$ cat src/rtl/muldiv_pkg.sv
// Shared types and ALU control codes for the iterative multiply/divide sequencer.
package muldiv_pkg;

  typedef enum logic [1:0] {
    OP_MUL  = 2'b00,
    OP_DIVU = 2'b01,
    OP_REMU = 2'b10,
    OP_RSVD = 2'b11
  } op_e;

  typedef enum logic [1:0] {
    S_IDLE,
    S_RUN,
    S_DONE
  } state_e;

  localparam logic [2:0] ALU_ADD  = 3'b000;
  localparam logic [2:0] ALU_SUB  = 3'b001;
  localparam logic [2:0] ALU_AND  = 3'b010;
  localparam logic [2:0] ALU_OR   = 3'b011;
  localparam logic [2:0] ALU_XOR  = 3'b100;
  localparam logic [2:0] ALU_SLTU = 3'b101;

endpackage

$ cat src/rtl/module_alu.sv
// Team 32-bit combinational ALU; the sequencer only uses add and subtract.
module module_alu
  import muldiv_pkg::*;
(
  input  logic [31:0] a_i,
  input  logic [31:0] b_i,
  input  logic [2:0]  ctrl_i,
  output logic [31:0] result_o,
  output logic        zero_o
);

  always_comb begin
    result_o = '0;
    case (ctrl_i)
      ALU_ADD:  result_o = a_i + b_i;
      ALU_SUB:  result_o = a_i - b_i;
      ALU_AND:  result_o = a_i & b_i;
      ALU_OR:   result_o = a_i | b_i;
      ALU_XOR:  result_o = a_i ^ b_i;
      ALU_SLTU: result_o = {31'b0, (a_i < b_i)};
      default:  result_o = '0;
    endcase
  end

  assign zero_o = (result_o == '0);

endmodule

$ cat src/rtl/module_muldiv_seq.sv
// Iterative shift-add multiplier and restoring divider (MUL, DIVU, REMU) built
// around one shared ALU; fixed latency, one iteration per clock.
module module_muldiv_seq
  import muldiv_pkg::*;
#(
  parameter int unsigned WIDTH = 32,
  parameter int unsigned ITER  = WIDTH
) (
  input  logic             clk_i,
  input  logic             rst_i,
  input  logic             start_i,
  input  logic [1:0]       op_i,
  input  logic [WIDTH-1:0] dato1_i,
  input  logic [WIDTH-1:0] dato2_i,
  output logic             busy_o,
  output logic             done_o,
  output logic [WIDTH-1:0] result_o
);

  localparam int unsigned CntW = $clog2(ITER + 1);
  localparam logic [CntW-1:0] CntLast = CntW'(ITER - 1);

  state_e           state_q, state_d;
  op_e              op_q, op_d;
  logic [CntW-1:0]  cnt_q, cnt_d;
  // a: accumulator (MUL) / remainder low word (DIV)
  // b: multiplicand (MUL) / divisor (DIV)
  // c: multiplier (MUL) / dividend shifting into quotient (DIV)
  logic [WIDTH-1:0] a_q, a_d;
  logic [WIDTH-1:0] b_q, b_d;
  logic [WIDTH-1:0] c_q, c_d;
  logic             done_q, done_d;
  logic [WIDTH-1:0] result_q, result_d;

  logic [WIDTH-1:0] alu_a, alu_b, alu_res;
  logic [2:0]       alu_ctrl;
  logic             unused_alu_zero;

  // The top remainder bit only lives for one cycle between shift and compare,
  // since a restored remainder is always below the divisor.
  logic             rhi_s;
  logic [WIDTH-1:0] rlo_s;
  logic             sub_ok;

  assign rhi_s  = a_q[WIDTH-1];
  assign rlo_s  = {a_q[WIDTH-2:0], c_q[WIDTH-1]};
  assign sub_ok = rhi_s | (rlo_s >= b_q);

  module_alu u_alu (
    .a_i      (alu_a),
    .b_i      (alu_b),
    .ctrl_i   (alu_ctrl),
    .result_o (alu_res),
    .zero_o   (unused_alu_zero)
  );

  always_comb begin
    state_d  = state_q;
    op_d     = op_q;
    cnt_d    = cnt_q;
    a_d      = a_q;
    b_d      = b_q;
    c_d      = c_q;
    done_d   = 1'b0;
    result_d = result_q;
    alu_a    = a_q;
    alu_b    = b_q;
    alu_ctrl = ALU_ADD;

    case (state_q)
      S_IDLE: begin
        if (start_i) begin
          state_d = S_RUN;
          op_d    = op_e'(op_i);
          cnt_d   = '0;
          a_d     = '0;
          if (op_e'(op_i) == OP_MUL) begin
            b_d = dato1_i;
            c_d = dato2_i;
          end else begin
            b_d = dato2_i;
            c_d = dato1_i;
          end
        end
      end

      S_RUN: begin
        cnt_d = cnt_q + 1'b1;
        if (cnt_q == CntLast) begin
          state_d = S_DONE;
        end
        case (op_q)
          OP_MUL: begin
            if (c_q[0]) begin
              a_d = alu_res;
            end
            b_d = b_q << 1;
            c_d = c_q >> 1;
          end
          OP_DIVU, OP_REMU: begin
            alu_a    = rlo_s;
            alu_ctrl = ALU_SUB;
            a_d      = sub_ok ? alu_res : rlo_s;
            c_d      = {c_q[WIDTH-2:0], sub_ok};
          end
          default: ;
        endcase
      end

      S_DONE: begin
        state_d = S_IDLE;
        done_d  = 1'b1;
        case (op_q)
          OP_MUL:  result_d = a_q;
          OP_DIVU: result_d = c_q;
          OP_REMU: result_d = a_q;
          default: result_d = '0;
        endcase
      end

      default: state_d = S_IDLE;
    endcase
  end

  always_ff @(posedge clk_i or posedge rst_i) begin
    if (rst_i) begin
      state_q  <= S_IDLE;
      op_q     <= OP_MUL;
      cnt_q    <= '0;
      a_q      <= '0;
      b_q      <= '0;
      c_q      <= '0;
      done_q   <= 1'b0;
      result_q <= '0;
    end else begin
      state_q  <= state_d;
      op_q     <= op_d;
      cnt_q    <= cnt_d;
      a_q      <= a_d;
      b_q      <= b_d;
      c_q      <= c_d;
      done_q   <= done_d;
      result_q <= result_d;
    end
  end

  assign busy_o   = (state_q != S_IDLE);
  assign done_o   = done_q;
  assign result_o = result_q;

endmodule

$ cat config.mk
export PLATFORM = sky130hd
export DESIGN_NAME = module_muldiv_seq
export DESIGN_NICKNAME = d
export VERILOG_FILES = /design/src/rtl/muldiv_pkg.sv /design/src/rtl/module_alu.sv /design/src/rtl/module_muldiv_seq.sv
export SDC_FILE = /design/constraint.sdc
export NUM_CORES = 1
export LEC_CHECK = 0
export ABC_CLOCK_PERIOD_IN_PS = 11800
export BUFFER_PORTS_ARGS = -buffer_cell sky130_fd_sc_hd__buf_2
export CAP_MARGIN = 20
export CORE_ASPECT_RATIO = 0.75
export CORE_MARGIN = 1.5
export CORE_UTILIZATION = 42
export CTS_BUF_LIST = sky130_fd_sc_hd__clkbuf_16
export DETAILED_ROUTE_END_ITERATION = 8
export PLACE_DENSITY = 0.62
export SLEW_MARGIN = 20
export SYNTH_ARGS = -nofsm -noshare
export SYNTH_HDL_FRONTEND = slang
export SYNTH_SLANG_ARGS = --single-unit
$ cat constraint.sdc
create_clock -name clk_i -period 11.8 [get_ports clk_i]
set_clock_uncertainty 0.1 [all_clocks]
set_input_delay 0.59 -clock clk_i [delete_from_list [all_inputs] [get_ports clk_i]]
set_output_delay 0.59 -clock clk_i [all_outputs]
set_load 0.02 [all_outputs]
==> impl_metrics.csv <==
group,metric,value,unit
run_status,outcome,"completed",
drt,vias_per_cell,5.70,
global_routing,overflow,0,
setup_path,cp.required,11.99,ns
hold_path,hold_class,"input pin to async pin",
cts,cts_buffer_depth,2,
cts,cts.repair.resized,0,
setup_path,cp.arrival,5.10,ns
synth,ys_ff_latch,139,
sta,fmaxAchievable,204,MHz
placement,dpl.hpwl,23.9,mm
drt,totalWireLength,33.2,mm
synth,synth-seq-area-share,32.6,%
synth,muxShareOfSynthArea,4.09,%
finish,syn_to_final_growth,12.8,%
run,cap_violations,0,
die,die_x,187,µm
sta,relSlewSlack,24.4,%
global_routing,grtUsageTotal,25.9,%
global_routing,grt_pass1_vias,9625,
synth,ys_warn_count,0,
sta,finalCritPeriodShare,41.6,%
synth,syn-num-nets,1562,
setup_path,crit_type,"flip-flop to flip-flop",
synth,synth_area_leaders,"dfrtp_1 33%, nand2_1 13%, o21ai_0 8.3%, ha_1 8.1%, a21oi_1 6.0%",
cts,cts_tree,"built",
setup_path,r2r_start,"op_q[1]$_DFFE_PP0P_",
setup_path,end_kind,"flip-flop",
placement,port_buffers,102,
cts,hold_buffers,0,
sta,timing.final.crit_period,4.91,ns
die,dieArea,26400,µm²
cts,clkTransAtPathRegs,0.07,ns
setup_path,crit_path_end,"a_q[30]$_DFFE_PP0P_",
synth,async_flop_share,100,%
synth,synth_xor_area_share,4.50,%
placement,gp_congestion,0.899,
synth,synthCells,1423,
synth,synth_top_family_by_area,"compound AO/OA/AOI/OAI gates",
setup_path,cp_slowest_cell,"ha_1",
synth,syn_avg_cell_area,7.49,µm²
cts,cts_setup_buffers,0,
sta,rsz0062_at_grt,"no",
setup_path,startpoint,"op_q[1]$_DFFE_PP0P_",
cts,cts_max_level,4,
synth,yosysUniqueCellTypes,62,
die,num_rows,50,
drt,vias,10400,
sta,drv_slew,0,
die,initial_utilization,42.7,%
sta,tightest_slew,1.13,ns
synth,synth.most_common_cell,"nand2_1",
cts,clk_latency,0.44,ns
die,core_area,25000,µm²
drt,wl_per_cell,18.2,µm
placement,dp_cells,1792,
setup_path,worst-path-max-fanout,51,
die,fp.dieH,141,µm
cts,clkSinkCount,139,
finish,n_fill_cell,2448,
global_routing,antenna_found_initial,0,
setup_path,rr_endpoint,"a_q[30]$_DFFE_PP0P_",
cts,clock-root-buffer,"clkbuf_16",
synth,synth_top_cell_area_share,32.6,%
global_routing,grt_first_pass_wirelength,53.6,mm
die,ios,103,
synth,synth-compound-area-share,23.7,%
setup_path,worstSetupStartpointType,"flip-flop",
synth,synth_edf_count,0,
synth,synth-simple-area-share,22.1,%
synth,synth_common_cells,"380 x nand2_1, 177 x o21ai_0, 139 x dfrtp_1, 128 x a21oi_1, 76 x clkbuf_1",
synth,synth_area_leader_cell,"dfrtp_1",
finish,antennaDiodeCount,0,
finish,fin_util,48.2,%
drt,remaining_drc_errors,0,
global_routing,grt_max_degree,76,
synth,synth_area,10700,µm²
setup_path,rr_worst_depth,15,
drt,drtPass1Iterations,5,
setup_path,critPathMaxStageDelay,0.61,ns
sta,hold_viol,0,
synth,synth_ff_type,"dfrtp_1",
sta,finalSetupViolations,0,
finish,drive_above_1_share,13.0,%
cts,numCtsBuffers,17,
drt,postRouteAntennaNets,0,
drt,drt_first_iter_violations,876,
sta,fin_setup_tns,0,ns
synth,synth-adder-area-share,8.28,%
setup_path,path_cells,"inv_1 > ha_1 > and2_2 > buf_4 > nor2_1 > xnor2_1 > ha_1 > nor2b_1 > o2111ai_1 > a32oi_1 > a31oi_1 > o211ai_1 > or4_1 > a32oi_1 > o21ai_0",
setup_path,r2r_setup_slack,6.89,ns
finish,fin_cells,1824,
finish,nets,1612,
==> cells by family (layout without fill, tap and decap cells) <==
kind of cell    count (synthesis)  count (layout)
simple gates                  553             553
compound gates                433             433
flops                         139             139
buf+inv                       134             197
fa+ha+maj                      70              70
xor+xnor                       54              54
mux                            40              40
==> registers in the layout (all words and copies together), names as in the netlist <==
register,flops
state_q,2
c_q,32
a_q,32
op_q,2
cnt_q,6
result_o,32
alu_b,32
done_o,1
==> area by class of cell <==
| type | instances | area, µm² | share of cell area [%] |
|---|---|---|---|
| multi-input cells | 1150 | 6730 | 55.9 |
| inverters | 50 | 193 | 1.60 |
| clock inverters | 15 | 173 | 1.44 |
| clock buffers | 17 | 425 | 3.54 |
| repair buffers | 115 | 608 | 5.06 |
| well taps | 338 | 423 | 3.52 |
| flip-flops and latches | 139 | 3480 | 28.9 |
==> metal layers <==
metal  part of all wire, %  vias up  GRT usage, %
met4                   1.6        0          7.13
met3                   5.6       42          5.10
met2                    45      338          40.9
li1                      -     5082             -
met5                     0        -             0
met1                    48     4934          36.0
==> cell usage in the layout (no fill, tap or decap), types with 11 or more instances in the layout <==
master / Yosys / routed
o211ai_1: 12 / 12
buf_2: 2 / 102
mux2_2: 29 / 29
nand3_1: 50 / 50
o21ai_0: 177 / 177
nand2_1: 380 / 380
a21oi_1: 128 / 126
clkbuf_16: 0 / 17
xnor2_1: 46 / 46
ha_1: 69 / 69
dfrtp_1: 139 / 139
nand4_1: 13 / 13
a21o_1: 18 / 18
inv_1: 50 / 51
buf_4: 0 / 13
nor2_1: 50 / 49
mux2i_1: 11 / 11
a22oi_1: 31 / 31
==> how the worst min path moves through the flow <==
stage	from	endpoint	slack, ns	cells after the start
floorplan	alu_b[31]$_DFFE_PP0P_	alu_b[31]$_DFFE_PP0P_	0.35	2
global placement	result_o[4]$_DFFE_PP0P_	result_o[4]$_DFFE_PP0P_	0.36	2
detailed placement	result_o[15]$_DFFE_PP0P_	result_o[15]$_DFFE_PP0P_	0.37	2
CTS	rst_i	cnt_q[3]$_DFFE_PP0P_	0.21	2
global route	rst_i	result_o[24]$_DFFE_PP0P_	0.22	2
finish	rst_i	cnt_q[3]$_DFFE_PP0P_	0.16	2
==> per-stage QoR <==
step           hold WS [ns]  cell area, µm²  setup slack [ns]
5_1_grt               0.220           12000              6.54
3_5_place_dp          0.366           11400              6.98
6_report              0.161           12000              6.89
4_1_cts               0.207           12000              6.93
3_3_place_gp          0.358           11400              7.08
2_1_floorplan         0.350           10700              7.39
==> critical path, delay by kind of cell (launching register included) <==
family                     cells  cell delay (ns)
AOI/OAI and AO/OA              6             1.60
and+or+nand+nor                4             1.04
adders and majority gates      2             0.93
buffers and inverters          2             0.53
DFF                            1             0.37
xor gates and xnor gates       1             0.15
Power is not shown: default switching activity piles up to over one toggle a cycle in this logic, so the estimate is an artifact.
